## src/rtl/fifo_rd_stream_pkg.sv

```systemverilog
// Shared types and constants for the FIFO read-side stream drain stage.
package fifo_rd_stream_pkg;

  typedef enum logic [1:0] {
    IDLE  = 2'b00,
    RUN   = 2'b01,
    STOP  = 2'b10,
    FLUSH = 2'b11
  } state_e;

  localparam int SKID_DEPTH = 3;
  localparam int BEAT_CNT_W = 16;

endpackage

```

## src/rtl/fifo_rd_skid_buf.sv

```systemverilog
// Three-entry first-word-fall-through register buffer; entry 0 is always the head.
module fifo_rd_skid_buf
  import fifo_rd_stream_pkg::*;
#(
  parameter int DATA_WIDTH = 18
) (
  input  logic                  clk_i,
  input  logic                  rst_n_i,
  input  logic                  push_i,
  input  logic [DATA_WIDTH-1:0] push_data_i,
  input  logic                  pop_i,
  input  logic                  clear_i,
  output logic [1:0]            count_o,
  output logic [DATA_WIDTH-1:0] head_o
);

  logic [DATA_WIDTH-1:0] r_mem [SKID_DEPTH];
  logic [1:0]            r_count;
  logic                  w_pop;
  logic [1:0]            w_wr_idx;

  assign w_pop    = pop_i && (r_count != 2'd0);
  // Entries shift down on a pop, so the write slot moves down with them.
  assign w_wr_idx = r_count - {1'b0, w_pop};

  always_ff @(posedge clk_i or negedge rst_n_i) begin
    if (!rst_n_i) begin
      r_count  <= 2'd0;
      r_mem[0] <= '0;
      r_mem[1] <= '0;
      r_mem[2] <= '0;
    end else if (clear_i) begin
      r_count <= 2'd0;
    end else begin
      if (w_pop) begin
        r_mem[0] <= r_mem[1];
        r_mem[1] <= r_mem[2];
      end
      if (push_i) begin
        case (w_wr_idx)
          2'd0:    r_mem[0] <= push_data_i;
          2'd1:    r_mem[1] <= push_data_i;
          2'd2:    r_mem[2] <= push_data_i;
          default: ;
        endcase
      end
      r_count <= r_count + {1'b0, push_i} - {1'b0, w_pop};
    end
  end

  assign count_o = r_count;
  assign head_o  = r_mem[0];

  overflow_a: assert property (@(posedge clk_i) disable iff (!rst_n_i)
    !(push_i && !w_pop && !clear_i && (r_count == 2'(SKID_DEPTH))));

endmodule

```

## src/rtl/fifo_rd_stream.sv

```systemverilog
// Drains a synchronous FIFO into a valid/ready stream with burst framing and flush.
// Stream handshake: a beat transfers on a cycle where m_valid_o & m_ready_i; while
// m_valid_o=1 and m_ready_i=0, m_data_o and m_last_o hold, and m_valid_o only drops on flush.
module fifo_rd_stream
  import fifo_rd_stream_pkg::*;
#(
  parameter int DATA_WIDTH = 18,
  parameter int BURST_LEN  = 16
) (
  input  logic                  clk_i,
  input  logic                  rst_n_i,
  input  logic                  enable_i,
  input  logic                  flush_i,
  input  logic                  fifo_empty_i,
  input  logic [DATA_WIDTH-1:0] fifo_data_i,
  output logic                  fifo_rd_o,
  output logic                  fifo_oe_o,
  output logic                  m_valid_o,
  input  logic                  m_ready_i,
  output logic [DATA_WIDTH-1:0] m_data_o,
  output logic                  m_last_o,
  output logic                  flush_done_o,
  output logic [1:0]            state_o
);

  state_e                r_state;
  state_e                w_state_nxt;
  logic                  r_inflight;
  logic                  r_oe;
  logic [BEAT_CNT_W-1:0] r_beat_cnt;
  logic [1:0]            w_occ;
  logic [2:0]            w_pending;
  logic                  w_rd;
  logic                  w_flush_done;
  logic                  w_push;
  logic                  w_pop;
  logic                  w_valid;
  logic                  w_last;
  logic [DATA_WIDTH-1:0] w_head;

  // Issue decisions use only registered occupancy, keeping m_ready_i off the read path.
  assign w_pending = {1'b0, w_occ} + {2'b00, r_inflight};

  always_comb begin
    w_state_nxt  = r_state;
    w_rd         = 1'b0;
    w_flush_done = 1'b0;
    unique case (r_state)
      IDLE: begin
        if (flush_i)       w_state_nxt = FLUSH;
        else if (enable_i) w_state_nxt = RUN;
      end
      RUN: begin
        w_rd = !fifo_empty_i && (w_pending < 3'(SKID_DEPTH));
        if (flush_i)        w_state_nxt = FLUSH;
        else if (!enable_i) w_state_nxt = STOP;
      end
      STOP: begin
        // A read from the last RUN cycle lands during this cycle, so one STOP cycle suffices.
        if (flush_i)       w_state_nxt = FLUSH;
        else if (enable_i) w_state_nxt = RUN;
        else               w_state_nxt = IDLE;
      end
      FLUSH: begin
        w_rd = !fifo_empty_i;
        if (fifo_empty_i && !r_inflight) begin
          w_state_nxt  = IDLE;
          w_flush_done = 1'b1;
        end
      end
      default: w_state_nxt = IDLE;
    endcase
  end

  always_ff @(posedge clk_i or negedge rst_n_i) begin
    if (!rst_n_i) begin
      r_state    <= IDLE;
      r_inflight <= 1'b0;
      r_oe       <= 1'b0;
    end else begin
      r_state    <= w_state_nxt;
      r_inflight <= w_rd;
      r_oe       <= 1'b1;
    end
  end

  // Words returning during or at entry to a flush are discarded.
  assign w_push  = r_inflight && (r_state != FLUSH) && !flush_i;
  assign w_valid = (w_occ != 2'd0);
  assign w_pop   = w_valid && m_ready_i;
  assign w_last  = w_valid && (r_beat_cnt == BEAT_CNT_W'(BURST_LEN - 1));

  fifo_rd_skid_buf #(
    .DATA_WIDTH (DATA_WIDTH)
  ) u_skid (
    .clk_i       (clk_i),
    .rst_n_i     (rst_n_i),
    .push_i      (w_push),
    .push_data_i (fifo_data_i),
    .pop_i       (w_pop),
    .clear_i     (flush_i),
    .count_o     (w_occ),
    .head_o      (w_head)
  );

  always_ff @(posedge clk_i or negedge rst_n_i) begin
    if (!rst_n_i) begin
      r_beat_cnt <= '0;
    end else if (flush_i) begin
      r_beat_cnt <= '0;
    end else if (w_pop) begin
      r_beat_cnt <= w_last ? '0 : r_beat_cnt + 1'b1;
    end
  end

  assign fifo_rd_o    = w_rd;
  assign fifo_oe_o    = r_oe;
  assign m_valid_o    = w_valid;
  assign m_data_o     = w_head;
  assign m_last_o     = w_last;
  assign flush_done_o = w_flush_done;
  assign state_o      = r_state;

endmodule

```

## config.mk

```make
export PLATFORM = sky130hd
export DESIGN_NAME = fifo_rd_stream
export DESIGN_NICKNAME = d
export VERILOG_FILES = /design/src/rtl/fifo_rd_stream_pkg.sv /design/src/rtl/fifo_rd_skid_buf.sv /design/src/rtl/fifo_rd_stream.sv
export SDC_FILE = /design/constraint.sdc
export NUM_CORES = 1
export LEC_CHECK = 0
export BUFFER_PORTS_ARGS = -buffer_cell sky130_fd_sc_hd__buf_2
export CORE_AREA = 2 2 73 127
export CTS_BUF_LIST = sky130_fd_sc_hd__clkbuf_8 sky130_fd_sc_hd__clkbuf_16
export DETAILED_ROUTE_END_ITERATION = 12
export DIE_AREA = 0 0 75 129
export GPL_TIMING_DRIVEN = 0
export PLACE_DENSITY = 0.69
export REMOVE_ABC_BUFFERS = 1
export SYNTH_ARGS = -nofsm -noshare
export SYNTH_HDL_FRONTEND = slang
export SYNTH_SLANG_ARGS = --single-unit
```

## constraint.sdc

```tcl
create_clock -name clk_i -period 5.64 [get_ports clk_i]
set_input_delay 1.128 -clock clk_i [delete_from_list [all_inputs] [get_ports clk_i]]
set_output_delay 1.128 -clock clk_i [all_outputs]
set_load 0.1 [all_outputs]
```

# After elaboration in Yosys (flattened, before gate mapping)
# Index checks and enable logic that the tools add are counted.
op_classes:
  eq_ne: 10
  bitwise_logic: 1
  n_mux: 20
  n_reduce_logical: 16
  n_lt_le_gt_ge: 1
  add_sub_neg: 5
ops:
  columns: ["operator", "n"]
  rows:
  - ["18-bit 2-to-1 mux", 3]
  - ["54-bit 2-to-1 mux", 1]
  - ["16-bit 2-to-1 mux", 3]
  - ["36-bit 2-to-1 mux", 1]
  - ["16-bit by 1-bit adder with 16-bit output, second input constant", 1]
  - ["16-bit by 4-bit equality test with 1-bit output, second input constant", 1]
  - ["2-bit 2-to-1 mux", 7]
  - ["2-bit case mux with 4 select lines", 1]
  - ["1-bit logical AND", 7]
  - ["2-bit equality test, second input constant", 3]
  - ["3-bit inequality test, second input constant", 2]
  - ["3-bit AND reduction", 2]
  - ["2-bit by 1-bit equality test with 1-bit output, second input constant", 2]
  - ["2-bit logical NOT", 2]
  - ["2-bit inequality test, second input constant", 2]
  - ["2-bit nonzero test", 2]
  - ["2-bit by 1-bit subtractor with 2-bit output", 2]
  - ["2-bit by 1-bit adder with 3-bit output", 1]
  - ["1-bit logical NOT", 3]
  - ["3-bit by 2-bit less-than comparator with 1-bit output, second input constant", 1]
  - ["1-bit 2-to-1 mux", 3]
  - ["2-bit by 1-bit adder with 2-bit output", 1]
  - ["1-bit case mux with 2 select lines", 1]
  - ["1-bit inverter", 1]
word_totals:
  reg_bits: 76
  inputBits: 24
  word_cells: 61

# Logic depth before layout (Yosys ltp)
# Gate-level depths: netlist of run 1.
logic_depth:
  ltp_word: 7
  ltp_mapped: 10
  depth_no_buf: 7

# Cells and area by module
# Synthesis of run 1 repeated with hierarchy kept, for this count alone.
hier_totals:
  hier_cells: 339
  hier_area_um2: 3875.0
modules_own_cells:
  columns: ["mod", "n_inst", "area_per_inst_um2", "seq_area_each_um2", "cells_each"]
  rows:
  - ["fifo_rd_skid_buf", 1, 2656.3, 1401.3, 199]
  - ["fifo_rd_stream", 1, 1218.7, 500.5, 140]

# Worst setup path before layout of run 1
# Ideal clock, no wire load.
synth_timing:
  path_kind: "input port to output port"
  start: "in fifo_empty_i"
  end: "out fifo_rd_o"
  stages: 1
  setup_slack_ns: 1.130
  t_arrival_ns: 3.382
  path_buffers: 0
  cell_sequence: "nor3b_1"
synth_between:
  elab_chain_len: 3
synth_rtl:
  columns: ["element", "line_no", "text"]
  rows:
  - ["start: declaration", "fifo_rd_stream.sv:14", "input logic fifo_empty_i,"]
  - ["1-bit logical NOT (*)", "fifo_rd_stream.sv:54, fifo_rd_stream.sv:65", null]
  - ["1-bit logical AND", "fifo_rd_stream.sv:54", "w_rd = !fifo_empty_i && (w_pending < 3'(SKID_DEPTH));"]
  - ["1-bit case mux with 2 select lines (*)", "fifo_rd_stream.sv:48", "unique case (r_state)"]
  - ["end: declaration", "fifo_rd_stream.sv:16", "output logic fifo_rd_o,"]
# Every way passes the cells marked *; elsewhere a longest branch is shown, timed or not.

# Worst setup path after layout of run 1
layout_timing:
  start: "in m_ready_i"
  end: "reg u_skid.r_mem (netlist bit u_skid.head_o[17])"
layout_between:
  elab_chain_len: 6
layout_rtl:
  columns: ["element", "line_no", "text"]
  rows:
  - ["start: declaration", "fifo_rd_stream.sv:19", "input logic m_ready_i,"]
  - ["1-bit logical AND (*)", "fifo_rd_stream.sv:90", "assign w_pop = w_valid && m_ready_i;"]
  - ["1-bit logical AND (*)", "fifo_rd_skid_buf.sv:22", "assign w_pop = pop_i && (r_count != 2'd0);"]
  - ["2-bit by 1-bit subtractor with 2-bit output", "fifo_rd_skid_buf.sv:24", "assign w_wr_idx = r_count - {1'b0, w_pop};"]
  - ["2-bit logical NOT", "fifo_rd_skid_buf.sv:40", "case (w_wr_idx)"]
  - ["18-bit 2-to-1 mux", "fifo_rd_skid_buf.sv:40", null]
  - ["54-bit 2-to-1 mux (*)", "fifo_rd_skid_buf.sv:39", "if (push_i) begin"]
  - ["end: declaration", "fifo_rd_skid_buf.sv:17", "logic [DATA_WIDTH-1:0] r_mem [SKID_DEPTH];"]
# Marked as above.
# A chain may end at the register's enable or synchronous reset.

==> flow_metrics.env, run 1 <==
export IMPL_synth_edff_count=0
export IMPL_worst_pin_slew_ns=0.941
export IMPL_hp_class="reg2reg"
export IMPL_cp_end_kind="register"
export IMPL_syn_avg_cell_area_sq_um=11.6
export IMPL_rows=45
export IMPL_grt_total_usage_pct=18.2
export IMPL_routabilityCongestion=0.807
export IMPL_drv_cap=0
export IMPL_drtPass1Iterations=4
export IMPL_synth_main_ff_cell="dfrtp_1"
export IMPL_routedWlPerCell_microns=17.4
export IMPL_wirelength_microns=8160
export IMPL_antenna_found_initial=0
export IMPL_grt_pass1_wl_microns=13400
export IMPL_required_ns=5.91
export IMPL_nNetsFinal=378
export IMPL_rsz0062_at_grt="false"
export IMPL_crit_fanout=19
export IMPL_worstSetupStartpointType="input port"
export IMPL_ctsRootBufferMaster="clkbuf_16"
export IMPL_core_area_sq_um=8610
export IMPL_die_height_microns=129
export IMPL_postRouteAntennaNets=0
export IMPL_fin_total_pwr_mw=2.56
export IMPL_post_route_min_period_ns=4.00
export IMPL_worst_ep_arrival_time_ns=4.27
export IMPL_crit_type="in2reg"
export IMPL_path_buf_inv=2
export IMPL_ys_seq_elements=76
export IMPL_status="finished, final reports clean"
export IMPL_postCtsSetupRepairBufs=0
export IMPL_path_delay_family="simple AND/OR/NAND/NOR gates"
export IMPL_synth_top_area_share_pct=50.5
export IMPL_die_x_microns=75
export IMPL_vias_per_cell=5.74
export IMPL_route_detailed_drc=0
export IMPL_numClockSinks=76
export IMPL_cts_buffer_depth=2
export IMPL_io_pin_count=49
export IMPL_p_leak_nw=1.83
export IMPL_tritoncts="built"
export IMPL_syn_cell_area_sq_um=3770
export IMPL_grt_overflow=0
export IMPL_hold_violations=0
export IMPL_synthArstFlopShare_pct=100
export IMPL_yosys_warnings=0
export IMPL_finalHoldWorstSlack_ns=0.501
export IMPL_area_growth_pct=12.6
export IMPL_ctsHoldBuffers=0
export IMPL_ys_types=45
export IMPL_ir_drop_mv=0.310
export IMPL_h_tree_depth=3
export IMPL_vias=2696
export IMPL_start_util_pct=43.7
export IMPL_grt_max_degree=57
export IMPL_synthCells=324
export IMPL_grt_pass1_vias=2786
export IMPL_worstPathCellList="buf_2, o21ai_2, inv_1, ha_1, xnor2_1, nand4_1, nand2_1, o22a_1"
export IMPL_cp_slowest_stage_delay_ns=0.98
export IMPL_synthTopCellsByArea="dfrtp_1 50%, o22a_1 17%, mux2_2 5.4%"
export IMPL_period_share_pct=71.0
export IMPL_cp_slowest_cell="nand2_1"
export IMPL_layout_cells_most_common_list="76 x dfrtp_1, 75 x o22a_1, 47 x buf_2, 18 x mux2_2, 14 x nor2_1"
export IMPL_power_density_nw_per_um2=604
export IMPL_tns_ns=0
export IMPL_skew_ns=0.00328
export IMPL_io_buffers=48
export IMPL_numCtsBuffers=9
export IMPL_layout_commonest_cell="dfrtp_1"
export IMPL_ys_seq_area_share_pct=50.5
export IMPL_clk_pin_slew_worst_paths_ns=0.05
export IMPL_yosysTopAreaCell="dfrtp_1"
export IMPL_die_area_sq_um=9680
export IMPL_dp_hpwl_microns=5420
export IMPL_antennaDiodeCount=0
export IMPL_cts_resized=0
export IMPL_max_freq_ghz=0.250
export IMPL_drt_iter0_markers=148
export IMPL_max_slew_margin_rel_pct=37.1
export IMPL_drv_slew=0
export IMPL_setup_viol=0
export IMPL_num_fill_cells=798
export IMPL_clk_latency_ns=0.33
export IMPL_drive_gt1_share_pct=24.4
==> Yosys cell counts (all sizes together), types with 3 or more instances <==
master and count:
xor2 9, clkbuf 9, inv 6, nand3 5, nand2 11, ha 6
a21oi 5, nand2b 3, mux2 18, dfrtp 76, o21ai 4, o41ai 3
and4 4, and2 3, nor3b 3, nand4 9, nor4 4, buf 28
and3 4, nor2 14, o22a 75, nor3 3
==> power breakdown <==
group          total, mW  internal, mW  switching [mW]
registers          0.858         0.741           0.117
logic               1.19         0.363           0.832
clock network      0.512         0.302           0.210
==> final cells by class <==
| type | count | area [sq um] | share of cell area (%) |
|---|---|---|---|
| repair buffers | 50 | 282 | 6.63 |
| flip-flops and latches | 76 | 1900 | 44.8 |
| multi-input cells | 205 | 1630 | 38.4 |
| clock inverters | 6 | 25.0 | 0.589 |
| clock buffers | 10 | 239 | 5.63 |
| well taps | 117 | 146 | 3.45 |
| inverters | 6 | 22.5 | 0.531 |
==> layer usage <==
| metal | share of wire, % | vias up | track usage, % |
|---|---|---|---|
| li1 | - | 1262 | - |
| met1 | 42 | 1357 | 22.3 |
| met2 | 52 | 65 | 30.5 |
| met3 | 3.8 | 12 | 3.92 |
| met4 | 1.7 | 0 | 7.14 |
| met5 | 0 | - | 0 |
==> metrics by stage <==
step	util, %	worst slack (ns)	instances	cell area (sq um)
3_3_place_gp	45.6	1.33	452	3930
2_1_floorplan	-	1.13	287	3540
6_report	49.3	1.64	470	4250
4_1_cts	49.3	1.65	470	4250
5_1_grt	49.3	1.45	470	4250
3_5_place_dp	46.2	1.31	454	3980
==> logic make-up after synthesis <==
family | synth area share, %
other cells | 0.0995
fa+ha+maj | 1.99
xor+xnor | 2.56
flops | 50.5
buf+inv | 6.61
compound gates | 21.9
mux | 5.38
simple gates | 11.0
==> final timing paths <==
check / cells past startpoint / start / end / slack, ns
worst max-delay path: 8 / m_ready_i / u_skid.head_o[17] / 1.64
worst min-delay path: 1 / u_skid.head_o[17] / u_skid.head_o[17] / 0.50
worst max register to register: 7 / u_skid.count_o[1] / u_skid.head_o[17] / 1.83
worst min register to register: 1 / u_skid.head_o[17] / u_skid.head_o[17] / 0.50
max in group asynchronous: 2 / rst_n_i / u_skid.r_mem[13] / 4.40
min in group asynchronous: 1 / rst_n_i / state_o[1] / 0.69
==> sequential cells by signal (all words and copies together) (netlist names) <==
register,flops
fifo_oe_o,1
r_beat_cnt,16
r_inflight,1
state_o,2
u_skid.count_o,2
u_skid.head_o,18
u_skid.r_mem,36
Power figures use the tool's default switching activity.
==> inputs of run 2 (changes only) <==
- ABC_AREA: default -> 1
- CORE_AREA: 2 2 73 127 -> 2 2 82 142
- DIE_AREA: 0 0 75 129 -> 0 0 84 144
- PLACE_DENSITY: 0.69 -> 0.71
- clock period: 5.64 -> 3.2 ns (I/O delays scaled with it)
==> flow_metrics.env, run 2 <==
export IMPL_io_pin_count=49
export IMPL_worstSetupStartpointType="input port"
export IMPL_reg2regPathDepth=8
export IMPL_hold_violations=0
export IMPL_worst_pin_slew_ns=1.26
export IMPL_largest_reg_flops=36
export IMPL_post_route_min_period_ns=2.99
export IMPL_rsz0062_at_grt="false"
export IMPL_synthTopCellsByArea="dfrtp_1 40%, nand2_1 19%, inv_1 8.3%"
export IMPL_required_ns=3.44
export IMPL_drv_slew=0
export IMPL_ctsHoldBuffers=0
export IMPL_routabilityCongestion=0.896
export IMPL_path_delay_family="buffers and inverters"
export IMPL_drv_cap=0
export IMPL_worstPathCellList="buf_2, clkinv_4, nand3_4, inv_1, nand3_4, nand2_2, o21ai_2"
export IMPL_antenna_found_initial=0
export IMPL_ir_drop_mv=0.487
export IMPL_fin_total_pwr_mw=5.37
export IMPL_vias=4261
export IMPL_met3_usage_pct=3.42
export IMPL_pre_cts_slack_ns=-0.544
export IMPL_die_height_microns=144
export IMPL_cp_slowest_cell="buf_2"
export IMPL_setup_ws_ns=0.214
export IMPL_cts_buffer_depth=2
export IMPL_r2r_slack_ns=0.53
export IMPL_drtPass1Iterations=5
export IMPL_layout_cells_most_common_list="247 x nand2_1, 109 x inv_1, 76 x dfrtp_1, 50 x o21ai_0, 47 x buf_2"
export IMPL_skew_ns=0.00768
export IMPL_rows=51
export IMPL_nNetsFinal=721
export IMPL_yosys_warnings=0
export IMPL_reg2reg_from="u_skid.count_o[1]"
export IMPL_vias_per_cell=5.15
export IMPL_grt_max_degree=69
export IMPL_grt_util_met2_pct=36.5
export IMPL_drt_iter0_markers=335
export IMPL_max_freq_ghz=0.335
export IMPL_grt_total_usage_pct=19.8
export IMPL_dp_hpwl_microns=7570
export IMPL_io_buffers=48
export IMPL_max_slew_margin_rel_pct=15.6
export IMPL_grt_pass1_wl_microns=19300
export IMPL_multi_input_area_sq_um=2170
export IMPL_use_met1_pct=21.9
export IMPL_yosysTopAreaCell="dfrtp_1"
export IMPL_crit_start="flush_i"
export IMPL_period_share_pct=93.3
export IMPL_tritoncts="built"
export IMPL_seq_area_sq_um=1900
export IMPL_synth_most_common_cell="nand2_1"
export IMPL_layout_commonest_cell="nand2_1"
export IMPL_synth_top_area_share_pct=39.6
export IMPL_synthCells=675
export IMPL_clk_pin_slew_worst_paths_ns=0.06
export IMPL_cp_end_kind="register"
export IMPL_syn_cell_area_sq_um=4800
export IMPL_synth_edff_count=0
export IMPL_ys_types=33
export IMPL_clk_latency_ns=0.34
export IMPL_numClockSinks=76
export IMPL_ctsRootBufferMaster="clkbuf_16"
export IMPL_antennaDiodeCount=0
export IMPL_status="finished, final reports clean"
export IMPL_ys_seq_elements=76
export IMPL_postCtsSetupRepairBufs=0
export IMPL_area_growth_pct=8.99
export IMPL_start_util_pct=43.5
export IMPL_die_area_sq_um=12100
export IMPL_synth_main_ff_cell="dfrtp_1"
export IMPL_numCtsBuffers=9
export IMPL_ys_seq_area_share_pct=39.6
export IMPL_core_area_sq_um=11000
export IMPL_grt_pass1_vias=4229
export IMPL_p_leak_nw=2.83
export IMPL_cts_resized=1
export IMPL_crit_type="in2reg"
export IMPL_tns_ns=0
export IMPL_busiest_layer="met2"
export IMPL_h_tree_depth=3
export IMPL_setup_viol=0
export IMPL_syn_avg_cell_area_sq_um=7.11
export IMPL_crit_top_cell="nand3_4"
export IMPL_routedWlPerCell_microns=13.8
export IMPL_die_x_microns=84
export IMPL_synthArstFlopShare_pct=100
export IMPL_regMostFlops="u_skid.r_mem"
export IMPL_r2r_end="u_skid.head_o[14]"
export IMPL_num_fill_cells=1115
export IMPL_postRouteAntennaNets=0
export IMPL_hp_class="in2async"
export IMPL_cp_slowest_stage_delay_ns=0.67
export IMPL_wirelength_microns=11400
export IMPL_route_detailed_drc=0
export IMPL_worst_ep_arrival_time_ns=3.23
export IMPL_synth_common_cells="247 x nand2_1, 106 x inv_1, 76 x dfrtp_1"
export IMPL_grt_overflow=0
export IMPL_crit_fanout=53
export IMPL_drive_gt1_share_pct=15.1
export IMPL_path_buf_inv=3
export IMPL_power_density_nw_per_um2=1030
==> run 2: cell count changes after synthesis, moves of 13 or more <==
cell,delta
o21ai_2,+17
inv_1,+100
nand2_1,+236
o21ai_0,+47
mux2_2,-18
nand3_1,+41
nand2_2,+13
o22a_1,-75
==> run 2: final cells by class <==
class / instances / area share [%]
clock inverters: 5 / 0.885
multi-input cells: 445 / 41.5
well taps: 132 / 3.16
clock buffers: 10 / 4.57
inverters: 109 / 7.96
flip-flops and latches: 76 / 36.3
repair buffers: 50 / 5.55
==> run 2: metal layers <==
layer  share of wire, %  up-vias
met3                3.5       25
li1                   -     2100
met5                  0        -
met4                2.7        0
met1                 39     2041
met2                 55       95
==> run 2: cell families after synthesis <==
family	after synthesis	synth area share, %
and+or+nand+nor	359	32.9
buffers and inverters	154	15.3
DFF	76	39.6
AOI/OAI and AO/OA	74	9.30
adders and majority gates	6	1.56
xor gates and xnor gates	5	1.30
other	1	0.0781
==> run 2: through the flow <==
stage | instances | utilization [%] | hold WS, ns | instance area, sq um
3_5_place_dp | 812 | 44.8 | 0.467 | 4940
3_3_place_gp | 810 | 44.3 | 0.462 | 4890
4_1_cts | 827 | 47.4 | 0.123 | 5230
6_report | 827 | 47.4 | 0.127 | 5230
2_1_floorplan | 630 | - | 0.344 | 4480
5_1_grt | 827 | 47.4 | 0.124 | 5230
==> run 2: worst max path at each step <==
stage                            endpoint  slack [ns]  cells after the start
after floorplan                  m_last_o       -1.39                      4
after global placement    u_skid.r_mem[0]       -1.69                      8
after detailed placement  u_skid.r_mem[0]       -0.54                      7
after CTS                 u_skid.r_mem[0]        0.22                      7
after global routing      u_skid.r_mem[0]        0.04                      7
final                     u_skid.r_mem[9]        0.21                      7
==> run 2: where the power goes <==
group | internal (mW) | switching, mW | total [mW]
logic | 0.647 | 2.15 | 2.80
registers | 1.31 | 0.263 | 1.58
clock network | 0.611 | 0.382 | 0.993
total | 2.57 | 2.80 | 5.37
==> inputs of run 3 (changes only) <==
- CELL_PAD_IN_SITES_DETAIL_PLACEMENT: default -> 1
- CELL_PAD_IN_SITES_GLOBAL_PLACEMENT: default -> 1
- CORE_AREA: 2 2 82 142 -> 2 2 87 152
- DIE_AREA: 0 0 84 144 -> 0 0 89 154
- PLACE_DENSITY: 0.71 -> 0.82
==> flow_metrics.env, run 3 (synthesis gave the netlist of run 2 again) <==
export IMPL_antennaDiodeCount=0
export IMPL_clkPwrFrac_pct=22.4
export IMPL_nNetsFinal=721
export IMPL_pre_cts_slack_ns=-0.680
export IMPL_worst_ep_arrival_time_ns=3.01
export IMPL_clk_latency_ns=0.34
export IMPL_core_area_sq_um=12400
export IMPL_period_share_pct=87.0
export IMPL_postRouteAntennaNets=0
export IMPL_routabilityCongestion=0.839
export IMPL_hp_class="in2async"
export IMPL_io_pin_count=49
export IMPL_wirelength_microns=13500
export IMPL_grt_pass1_wl_microns=22800
export IMPL_grt_max_degree=69
export IMPL_layout_commonest_cell="nand2_1"
export IMPL_cp_end_kind="register"
export IMPL_layout_cells_most_common_list="247 x nand2_1, 106 x inv_1, 76 x dfrtp_1, 50 x o21ai_0, 47 x buf_2"
export IMPL_worst_pin_slew_ns=1.30
export IMPL_post_route_min_period_ns=2.78
export IMPL_postCtsSetupRepairBufs=0
export IMPL_cp_slowest_cell="nor3_4"
export IMPL_hold_violations=0
export IMPL_numClockSinks=76
export IMPL_max_slew_margin_rel_pct=13.4
export IMPL_grt_total_usage_pct=21.2
export IMPL_p_sw_share_pct=50.6
export IMPL_drv_slew=0
export IMPL_crit_type="reg2reg"
export IMPL_r2r_slack_ns=0.42
export IMPL_worstPathCellList="nor2_1, nor2_4, ha_1, inv_1, nor3_4, nand2_1, nand3_1, nand2_1"
export IMPL_crit_fanout=18
export IMPL_p_leak_nw=2.86
export IMPL_routedWlPerCell_microns=15.6
export IMPL_clk_pin_slew_worst_paths_ns=0.07
export IMPL_start_util_pct=38.6
export IMPL_p_comb_share_pct=49.9
export IMPL_die_x_microns=89
export IMPL_seqPwrFrac_pct=27.8
export IMPL_area_growth_pct=11.8
export IMPL_setup_ws_ns=0.416
export IMPL_grt_overflow=0
export IMPL_drive_gt1_share_pct=15.7
export IMPL_max_freq_ghz=0.359
export IMPL_die_height_microns=154
export IMPL_worstSetupStartpointType="register"
export IMPL_crit_top_cell="nand2_1"
export IMPL_dp_hpwl_microns=9080
export IMPL_p_int_mw=2.82
export IMPL_cp_slowest_stage_delay_ns=0.77
export IMPL_largest_reg_flops=36
export IMPL_grt_pass1_vias=4843
export IMPL_vias_per_cell=5.10
export IMPL_reg2reg_from="u_skid.count_o[1]"
export IMPL_power_density_nw_per_um2=1060
export IMPL_rows=54
export IMPL_die_area_sq_um=13700
export IMPL_io_buffers=48
export IMPL_status="finished, final reports clean"
export IMPL_r2r_end="u_skid.head_o[4]"
export IMPL_antenna_found_initial=0
export IMPL_vias=4404
export IMPL_reg2regPathDepth=8
export IMPL_route_detailed_drc=0
export IMPL_drt_iter0_markers=221
export IMPL_power_switching_mw=2.89
export IMPL_skew_ns=0.00950
export IMPL_ctsRootBufferMaster="clkbuf_16"
export IMPL_drv_cap=0
export IMPL_rsz0062_at_grt="false"
export IMPL_ctsHoldBuffers=0
export IMPL_drtPass1Iterations=4
export IMPL_required_ns=3.42
export IMPL_setup_viol=0
export IMPL_h_tree_depth=3
export IMPL_tritoncts="built"
export IMPL_tns_ns=0
export IMPL_regMostFlops="u_skid.r_mem"
export IMPL_numCtsBuffers=9
export IMPL_cts_buffer_depth=2
export IMPL_ir_drop_mv=0.505
==> run 3: per-stage QoR <==
| step | cell area, sq um | hold slack, ns | power (mW) | util [%] | cells |
|---|---|---|---|---|---|
| after floorplan | 4480 | 0.344 | 3.80 | - | 630 |
| after global placement | 4930 | 0.462 | 4.24 | 39.7 | 846 |
| after detailed placement | 4990 | 0.470 | 4.45 | 40.1 | 848 |
| after CTS | 5370 | 0.122 | 5.76 | 43.2 | 864 |
| after global routing | 5370 | 0.118 | 6.09 | 43.2 | 864 |
| final | 5370 | 0.123 | 5.72 | 43.2 | 864 |
==> run 3: layout make-up <==
type,count,area (sq um)
well taps,168,210
inverters,109,419
repair buffers,50,290
flip-flops and latches,76,1900
clock inverters,6,135
clock buffers,10,239
fillers,1641,7060
multi-input cells,445,2170
==> run 3: worst max-delay path, delay by kind of cell, from the launching register on <==
kind                     cells  cell delay (ns)
adder cells (fa/ha/maj)      1             0.37
buffers and inverters        1             0.17
flip-flops                   1             0.53
AND/OR/NAND/NOR              6             1.58
==> run 3: worst max-delay path by stage <==
stage	start	end	slack [ns]	cells after the start
floorplan	u_skid.count_o[1]	m_last_o	-1.39	4
global placement	m_ready_i	u_skid.head_o[16]	-1.75	9
detailed placement	flush_i	u_skid.r_mem[17]	-0.68	7
CTS	flush_i	u_skid.r_mem[0]	0.08	7
global route	u_skid.count_o[1]	u_skid.head_o[11]	0.14	8
finish	u_skid.count_o[1]	u_skid.head_o[4]	0.42	8
==> run 3: power by group through the flow <==
stage / registers (mW) / logic [mW] / clock network (mW)
floorplan: 2.48 / 1.32 / 0
global placement: 1.56 / 2.67 / 0
detailed placement: 1.59 / 2.85 / 0
CTS: 1.58 / 2.88 / 1.30
global route: 1.63 / 3.12 / 1.34
finish: 1.59 / 2.85 / 1.28
==> run 3: what timing repair did <==
| item | in CTS | in global routing |
|---|---|---|
| setup endpoints to repair | 57 | 7 |
| pin swaps | 0 | 0 |
| gates resized for setup | 1 | 1 |
==> run 3: per-layer routing <==
metal	global-route usage [%]	vias to the layer above	wire, microns	part of all wire, %
li1	-	2101	-	-
met1	23.3	2201	5270	39
met2	39.0	71	7520	56
met3	2.95	31	320	2.4
met4	9.31	0	397	2.9
met5	0	-	0	0
